**src/rtl/if_pkg.sv**
```systemverilog
// Shared types for the instruction fetch unit: opcodes, FSM states
// and J/B immediate decoders (sign-extended to 32 bits).
package if_pkg;

  localparam logic [6:0] OPC_JAL    = 7'b1101111;
  localparam logic [6:0] OPC_BRANCH = 7'b1100011;
  localparam logic [6:0] OPC_JALR   = 7'b1100111;

  typedef enum logic [1:0] {
    ST_FETCH      = 2'd0,
    ST_WAIT_IC    = 2'd1,
    ST_DRAIN      = 2'd2,
    ST_STALL_JALR = 2'd3
  } if_state_e;

  function automatic logic signed [31:0] imm_j(
    input logic [31:0] inst
  );
    return {{11{inst[31]}}, inst[31], inst[19:12],
            inst[20], inst[30:21], 1'b0};
  endfunction

  function automatic logic signed [31:0] imm_b(
    input logic [31:0] inst
  );
    return {{19{inst[31]}}, inst[31], inst[7],
            inst[30:25], inst[11:8], 1'b0};
  endfunction

endpackage

```
**src/rtl/fetch_queue.sv**
```systemverilog
// Synchronous FIFO holding fetched {pc, inst, pred} entries.
// Ports: clk/rst, push/pop/clear (clear wins), din/dout, full/empty/count.
module fetch_queue #(
  parameter int unsigned WIDTH = 65,
  parameter int unsigned DEPTH = 4
) (
  input  logic                     clk,
  input  logic                     rst,
  input  logic                     push,
  input  logic                     pop,
  input  logic                     clear,
  input  logic [WIDTH-1:0]         din,
  output logic [WIDTH-1:0]         dout,
  output logic                     full,
  output logic                     empty,
  output logic [$clog2(DEPTH):0]   count
);

  localparam int unsigned PW = $clog2(DEPTH);

  logic [WIDTH-1:0] mem_q [DEPTH];
  logic [WIDTH-1:0] mem_d [DEPTH];
  logic [PW-1:0]    rd_q, rd_d;
  logic [PW-1:0]    wr_q, wr_d;
  logic [PW:0]      cnt_q, cnt_d;
  logic             do_push, do_pop;

  assign full  = (cnt_q == (PW+1)'(DEPTH));
  assign empty = (cnt_q == '0);
  assign count = cnt_q;
  assign dout  = mem_q[rd_q];

  assign do_pop  = pop && !empty;
  assign do_push = push && (!full || do_pop);

  always_comb begin
    mem_d = mem_q;
    rd_d  = rd_q;
    wr_d  = wr_q;
    cnt_d = cnt_q;
    if (clear) begin
      rd_d  = '0;
      wr_d  = '0;
      cnt_d = '0;
    end else begin
      if (do_push) begin
        mem_d[wr_q] = din;
        wr_d        = wr_q + 1'b1;
      end
      if (do_pop) begin
        rd_d = rd_q + 1'b1;
      end
      case ({do_push, do_pop})
        2'b10:   cnt_d = cnt_q + 1'b1;
        2'b01:   cnt_d = cnt_q - 1'b1;
        default: cnt_d = cnt_q;
      endcase
    end
  end

  always_ff @(posedge clk) begin
    if (rst) begin
      rd_q  <= '0;
      wr_q  <= '0;
      cnt_q <= '0;
    end else begin
      rd_q  <= rd_d;
      wr_q  <= wr_d;
      cnt_q <= cnt_d;
    end
  end

  always_ff @(posedge clk) begin
    mem_q <= mem_d;
  end

endmodule

```
**src/rtl/inst_fetch_queue.sv**
```systemverilog
// Fetch unit: one outstanding ICache request, FQ_DEPTH-entry queue to
// decode, PC redirect on jal/taken branch/jalr/flush, branch feedback.
module inst_fetch_queue
  import if_pkg::*;
#(
  parameter int unsigned           ADDR_WIDTH = 32,
  parameter int unsigned           FQ_DEPTH   = 4,
  parameter logic [ADDR_WIDTH-1:0] RESET_PC   = '0
) (
  input  logic                  Sys_clk,
  input  logic                  Sys_rst,
  input  logic                  Sys_rdy,
  output logic                  IFIC_en,
  output logic [ADDR_WIDTH-1:0] IFIC_addr,
  input  logic                  ICIF_en,
  input  logic [31:0]           ICIF_data,
  output logic                  IFPD_predict_en,
  output logic [ADDR_WIDTH-1:0] IFPD_pc,
  input  logic                  PDIF_predict_result,
  output logic                  IFPD_feedback_en,
  output logic                  IFPD_branch_result,
  output logic [ADDR_WIDTH-1:0] IFPD_feedback_pc,
  input  logic                  DCIF_ask_IF,
  output logic                  IFDC_en,
  output logic [ADDR_WIDTH-1:0] IFDC_pc,
  output logic [31:0]           IFDC_inst,
  output logic                  IFDC_predict_result,
  input  logic                  RoBIF_jalr_en,
  input  logic                  RoBIF_branch_en,
  input  logic                  RoBIF_pre_judge,
  input  logic                  RoBIF_branch_result,
  input  logic [ADDR_WIDTH-1:0] RoBIF_branch_pc,
  input  logic [ADDR_WIDTH-1:0] RoBIF_next_pc
);

  localparam int unsigned AW = ADDR_WIDTH;
  localparam int unsigned CW = $clog2(FQ_DEPTH) + 1;
  localparam int unsigned EW = AW + 33;

  if_state_e state_q, state_d;
  logic [AW-1:0] pc_q, pc_d;
  logic          fb_en_q, fb_en_d;
  logic          fb_res_q, fb_res_d;
  logic [AW-1:0] fb_pc_q, fb_pc_d;

  logic [6:0]        opc;
  logic              is_jal, is_br, is_jalr;
  logic              flush, resp, pred_bit;
  logic signed [31:0] j_imm, b_imm;
  logic [AW-1:0]     pc_seq, pc_jal, pc_br, resp_pc;

  logic          fq_push, fq_pop, fq_clear;
  logic          fq_full, fq_empty;
  logic [CW-1:0] fq_count;
  logic [EW-1:0] fq_din, fq_dout;

  assign opc     = ICIF_data[6:0];
  assign is_jal  = (opc == OPC_JAL);
  assign is_br   = (opc == OPC_BRANCH);
  assign is_jalr = (opc == OPC_JALR);

  assign flush    = RoBIF_branch_en && !RoBIF_pre_judge;
  assign resp     = (state_q == ST_WAIT_IC) && ICIF_en;
  assign pred_bit = is_br && PDIF_predict_result;

  assign j_imm  = imm_j(ICIF_data);
  assign b_imm  = imm_b(ICIF_data);
  assign pc_seq = pc_q + AW'(4);
  assign pc_jal = pc_q + AW'(j_imm);
  assign pc_br  = pc_q + AW'(b_imm);

  always_comb begin
    resp_pc = pc_seq;
    unique case (1'b1)
      is_jal:  resp_pc = pc_jal;
      is_br:   resp_pc = pred_bit ? pc_br : pc_seq;
      is_jalr: resp_pc = pc_q;
      default: resp_pc = pc_seq;
    endcase
  end

  // Queue side effects only take place on enabled cycles.
  assign fq_push  = Sys_rdy && resp && !flush;
  assign fq_pop   = Sys_rdy && !fq_empty && DCIF_ask_IF;
  assign fq_clear = Sys_rdy && flush;
  assign fq_din   = {pc_q, ICIF_data, pred_bit};

  fetch_queue #(
    .WIDTH (EW),
    .DEPTH (FQ_DEPTH)
  ) u_fq (
    .clk   (Sys_clk),
    .rst   (Sys_rst),
    .push  (fq_push),
    .pop   (fq_pop),
    .clear (fq_clear),
    .din   (fq_din),
    .dout  (fq_dout),
    .full  (fq_full),
    .empty (fq_empty),
    .count (fq_count)
  );

  always_comb begin
    state_d  = state_q;
    pc_d     = pc_q;
    fb_en_d  = RoBIF_branch_en;
    fb_res_d = fb_res_q;
    fb_pc_d  = fb_pc_q;
    if (RoBIF_branch_en) begin
      fb_res_d = RoBIF_branch_result;
      fb_pc_d  = RoBIF_branch_pc;
    end
    unique case (state_q)
      ST_FETCH: begin
        if (!fq_full) state_d = ST_WAIT_IC;
      end
      ST_WAIT_IC: begin
        if (ICIF_en) begin
          pc_d    = resp_pc;
          state_d = is_jalr ? ST_STALL_JALR : ST_FETCH;
        end
      end
      ST_DRAIN: begin
        if (ICIF_en) state_d = ST_FETCH;
      end
      ST_STALL_JALR: begin
        if (RoBIF_jalr_en) begin
          pc_d    = RoBIF_next_pc;
          state_d = ST_FETCH;
        end
      end
      default: state_d = ST_FETCH;
    endcase
    // A request still in flight must be drained so its data is dropped.
    if (flush) begin
      pc_d = RoBIF_next_pc;
      if ((state_q == ST_WAIT_IC || state_q == ST_DRAIN)
          && !ICIF_en) begin
        state_d = ST_DRAIN;
      end else begin
        state_d = ST_FETCH;
      end
    end
  end

  always_ff @(posedge Sys_clk) begin
    if (Sys_rst) begin
      state_q  <= ST_FETCH;
      pc_q     <= RESET_PC;
      fb_en_q  <= 1'b0;
      fb_res_q <= 1'b0;
      fb_pc_q  <= '0;
    end else if (Sys_rdy) begin
      state_q  <= state_d;
      pc_q     <= pc_d;
      fb_en_q  <= fb_en_d;
      fb_res_q <= fb_res_d;
      fb_pc_q  <= fb_pc_d;
    end
  end

  assign IFIC_en = ((state_q == ST_FETCH)
                    && (fq_count < CW'(FQ_DEPTH)))
                   || (state_q == ST_WAIT_IC)
                   || (state_q == ST_DRAIN);
  assign IFIC_addr = pc_q;
  assign IFPD_pc   = pc_q;

  assign IFPD_predict_en    = resp && is_br;
  assign IFPD_feedback_en   = fb_en_q;
  assign IFPD_branch_result = fb_res_q;
  assign IFPD_feedback_pc   = fb_pc_q;

  assign IFDC_en             = !fq_empty;
  assign IFDC_pc             = fq_dout[EW-1 -: AW];
  assign IFDC_inst           = fq_dout[32:1];
  assign IFDC_predict_result = fq_dout[0];

endmodule
```
**config.mk**
```make
export PLATFORM = sky130hd
export DESIGN_NAME = inst_fetch_queue
export DESIGN_NICKNAME = d
export VERILOG_FILES = /design/src/rtl/if_pkg.sv /design/src/rtl/fetch_queue.sv /design/src/rtl/inst_fetch_queue.sv
export SDC_FILE = /design/constraint.sdc
export NUM_CORES = 1
export LEC_CHECK = 0
export ABC_AREA = 1
export BUFFER_PORTS_ARGS = -buffer_cell sky130_fd_sc_hd__buf_2
export CAP_MARGIN = 5
export CORE_ASPECT_RATIO = 1.2
export CORE_UTILIZATION = 50
export CTS_CLUSTER_DIAMETER = 100
export DETAILED_ROUTE_END_ITERATION = 7
export PLACE_DENSITY = 0.71
export RECOVER_POWER = 100
export SLEW_MARGIN = 0
export SYNTH_ARGS = -nofsm -noshare
export SYNTH_HDL_FRONTEND = slang
export SYNTH_SLANG_ARGS = --single-unit
export TNS_END_PERCENT = 100
```
**constraint.sdc**
```tcl
create_clock -name Sys_clk -period 13.2 [get_ports Sys_clk]
set_input_delay 0.66 -clock Sys_clk [delete_from_list [all_inputs] [get_ports Sys_clk]]
set_output_delay 0.66 -clock Sys_clk [all_outputs]
set_load 0.03 [all_outputs]
```
==> reports/results.tsv <==
metric	value	unit
initial antenna violation count	7	
Final min period	7680	ps
PD cells	126	nW/um2
Final Cycle Share	0.582	
Lkg Pwr	0.00811	uW
Max stage delay on crit path	2370	ps
Post-synth EDFFs	260	
VDD IR max	0.0000721	V
Worst Path Buf+Inv	3	
cell mode on critical path	clkbuf_1	
clk_lat worst skew	520	ps
DRC	0	
Combinational Power Share	0.161	
Max-slew headroom	-1.87	
Req. time, crit path	12540	ps
crit path capture type	output pin	
Met2 Routed Length	28.6	mm
setup repair bufs after CTS	0	
CTS resizes	0	
most common cell after layout, fill and taps aside	nand2_1	
htree depth	2	
register area share after synthesis	0.517	
Die Width	175	um
cell-internal power	1810	uW
Fin Hold WS	389	ps
Switch Pwr	743	uW
ys async rst share	0	
GRT Util Overall	0.313	
RSZ-0062 raised after global routing	false	
largest net degree at the start of global routing	77	
core area	35200	um2
CP top delay family	buffers and inverters	
total gr overflow	0	
met3 wire len	4.16	mm
Hold WC Path Type	input port to flip-flop	
crit path kind	flip-flop to output pin	
pre-CTS setup slack	9480	ps
Bufs on Longest Clock Path	3	
fmax	130	MHz
Metal-1 WL	22.6	mm
drt wl/cell	20.6	um
row cnt	75	
Final Skew	17.3	ps
antenna-violating nets left	0	
top routing layer in use	met4	
Layout area overhead	12.5	%
cts hold-fix bufs	0	
fin. max-slew vios	536	
Worst Setup Slack, final	5520	ps
Starting Density	0.511	
switching fraction of total power	0.291	
mapped cell area	18000	um2
Port Buf Inserts	271	
Final Hold Vio Count	0	
clock power share	0.365	
Vias per Instance	5.61	
HPWL Detailed	41.9	mm
count of cell types in the netlist	50	
Die ar.	36800	um2
number of setup violations in the final report	0	
clock root buffer master	clkbuf_16	
Post-Syn Instances	2123	
CP max FO	68	
Pwr Total	2550	uW
total CTS buffers	34	
CTS Sinks	335	
I/O pins	272	
first-pass GRT wire length	86.8	mm
design area	20200	um2
Nets	2491	
Yosys reg bits	335	
status	finished with violations	
worst path cell trace	clkinvlp_2 -> clkbuf_1 -> o21ai_0 -> o22ai_1 -> clkbuf_1	
CP startpoint kind	flip-flop	
CTS tree	done	
DR pass1 iterations	7	
Clk pin slew, worst setup/hold paths	60	ps
placed instance area	19500	um2
Initial DRC Count	1619	
filler instances	3310	
Main synth FF type	edfxtp_1	
number of global-route vias before repair	14934	
final setup TNS	0	ps
most frequent cells in the layout	nand2_1, nor2_1, edfxtp_1, o21ai_0, clkbuf_1	
layout cells sized above 1	0.0833	
Slowest cell on crit path	clkinvlp_2	
vias	15824	
crit path DAT	7020	ps
sequential group share of total power	0.474	
Placer Congestion	0.982	
Total Wirelength	58.1	mm
max-capacitance violation count	9	
Avg Inst Size Synth	8.48	um2
failing checks	capacitance limit, slew limit	
count of warnings emitted by yosys	0	
Tightest Pin Transition	4300	ps
die height	210	um
post-synth net total	2285	
[final cells by class]
cell class | count | area [um2] | area share
clock buffer | 40 | 905 | 0.0447
multi-input combinational | 1481 | 7370 | 0.364
inverter | 194 | 729 | 0.0360
timing repair buffer | 283 | 1170 | 0.0578
tap | 462 | 578 | 0.0286
antenna | 5 | 12.5 | 0.000618
clock inverter | 20 | 168 | 0.00828
sequential | 335 | 9310 | 0.460
[sequential cells by signal, summed over array words and instances, names as in the netlist]
| signal | flops |
|---|---|
| IFIC_addr | 32 |
| IFPD_feedback_en | 1 |
| u_fq.wr_q | 2 |
| IFPD_feedback_pc | 32 |
| u_fq.rd_q | 2 |
| u_fq.count | 3 |
| IFPD_branch_result | 1 |
| state_q | 2 |
| u_fq.mem_q | 260 |
[cell usage after synthesis (4+ instances only)]
cell,number,area [um2]
nand2_1,440,1650
nor2_1,318,1190
edfxtp_1,260,7810
o21ai_0,214,1070
inv_1,188,706
nand3_1,117,586
a21oi_1,110,551
dfxtp_1,75,1500
o22ai_1,70,438
clkbuf_1,54,203
ha_1,53,663
buf_4,37,278
buf_2,18,90.1
nand3b_1,17,128
nand4_1,17,106
or2_2,16,100
nor3_1,13,65.1
o21bai_1,12,90.1
nor2_2,11,68.8
o21ai_1,9,45.0
nand2_2,7,43.8
nor2_4,6,67.6
xor2_1,6,52.6
a31oi_1,5,31.3
inv_2,5,18.8
nor3_2,5,50.1
a21oi_2,4,35.0
[per-layer routing]
| layer | vias to the layer above | track usage |
|---|---|---|
| li1 | 7586 | - |
| met1 | 7403 | 0.397 |
| met2 | 704 | 0.535 |
| met3 | 131 | 0.0315 |
| met4 | 0 | 0.151 |
| met5 | - | 0 |
[path summary, 6_finish.rpt]
path,startpoint,end,slack (ps),depth (start not counted)
worst max register to register,state_q[0],IFIC_addr[18],6050,8
worst min register to register,IFPD_feedback_en,IFPD_feedback_en,470,2
worst min-delay path,RoBIF_branch_pc[28],IFPD_feedback_pc[28],390,3
worst max-delay path,u_fq.rd_q[0],IFDC_inst[18],5520,5
[logic make-up (layout without fill, tap and decap cells)]
group / count (synthesis) / count (layout) / share of synthesized area
XOR/XNOR: 8 / 8 / 0.00389
AO/OA/AOI/OAI: 440 / 440 / 0.133
buffers and inverters: 307 / 537 / 0.0738
flip-flops: 335 / 335 / 0.517
AND/OR/NAND/NOR: 977 / 977 / 0.232
other: 0 / 5 / 0
adder cells (fa/ha/maj): 56 / 56 / 0.0402
[metrics by stage]
step	std cells	util
final	2820	0.575
after global routing	2819	0.575
after global placement	2755	0.553
after CTS	2815	0.583
after floorplan	2123	-
after detailed placement	2755	0.553
[power groups by stage]
stage / clock network [uW] / registers, uW / logic, uW
after floorplan: 0 / 1240 / 262
after global placement: 0 / 1230 / 411
after detailed placement: 0 / 1230 / 415
after CTS: 942 / 1210 / 417
after global routing: 978 / 1210 / 448
final: 931 / 1210 / 411
[worst register-to-register path, cell delays in order (launching register included)]
cell	delay, ps
dfxtp_1	340
ha_1	260
nor2_4	120
clkbuf_1	1620
inv_1	700
o21ai_0	2170
inv_1	1240
o21ai_0	510
a21oi_2	50
No activity file was read; power rests on OpenSTA's default activity.
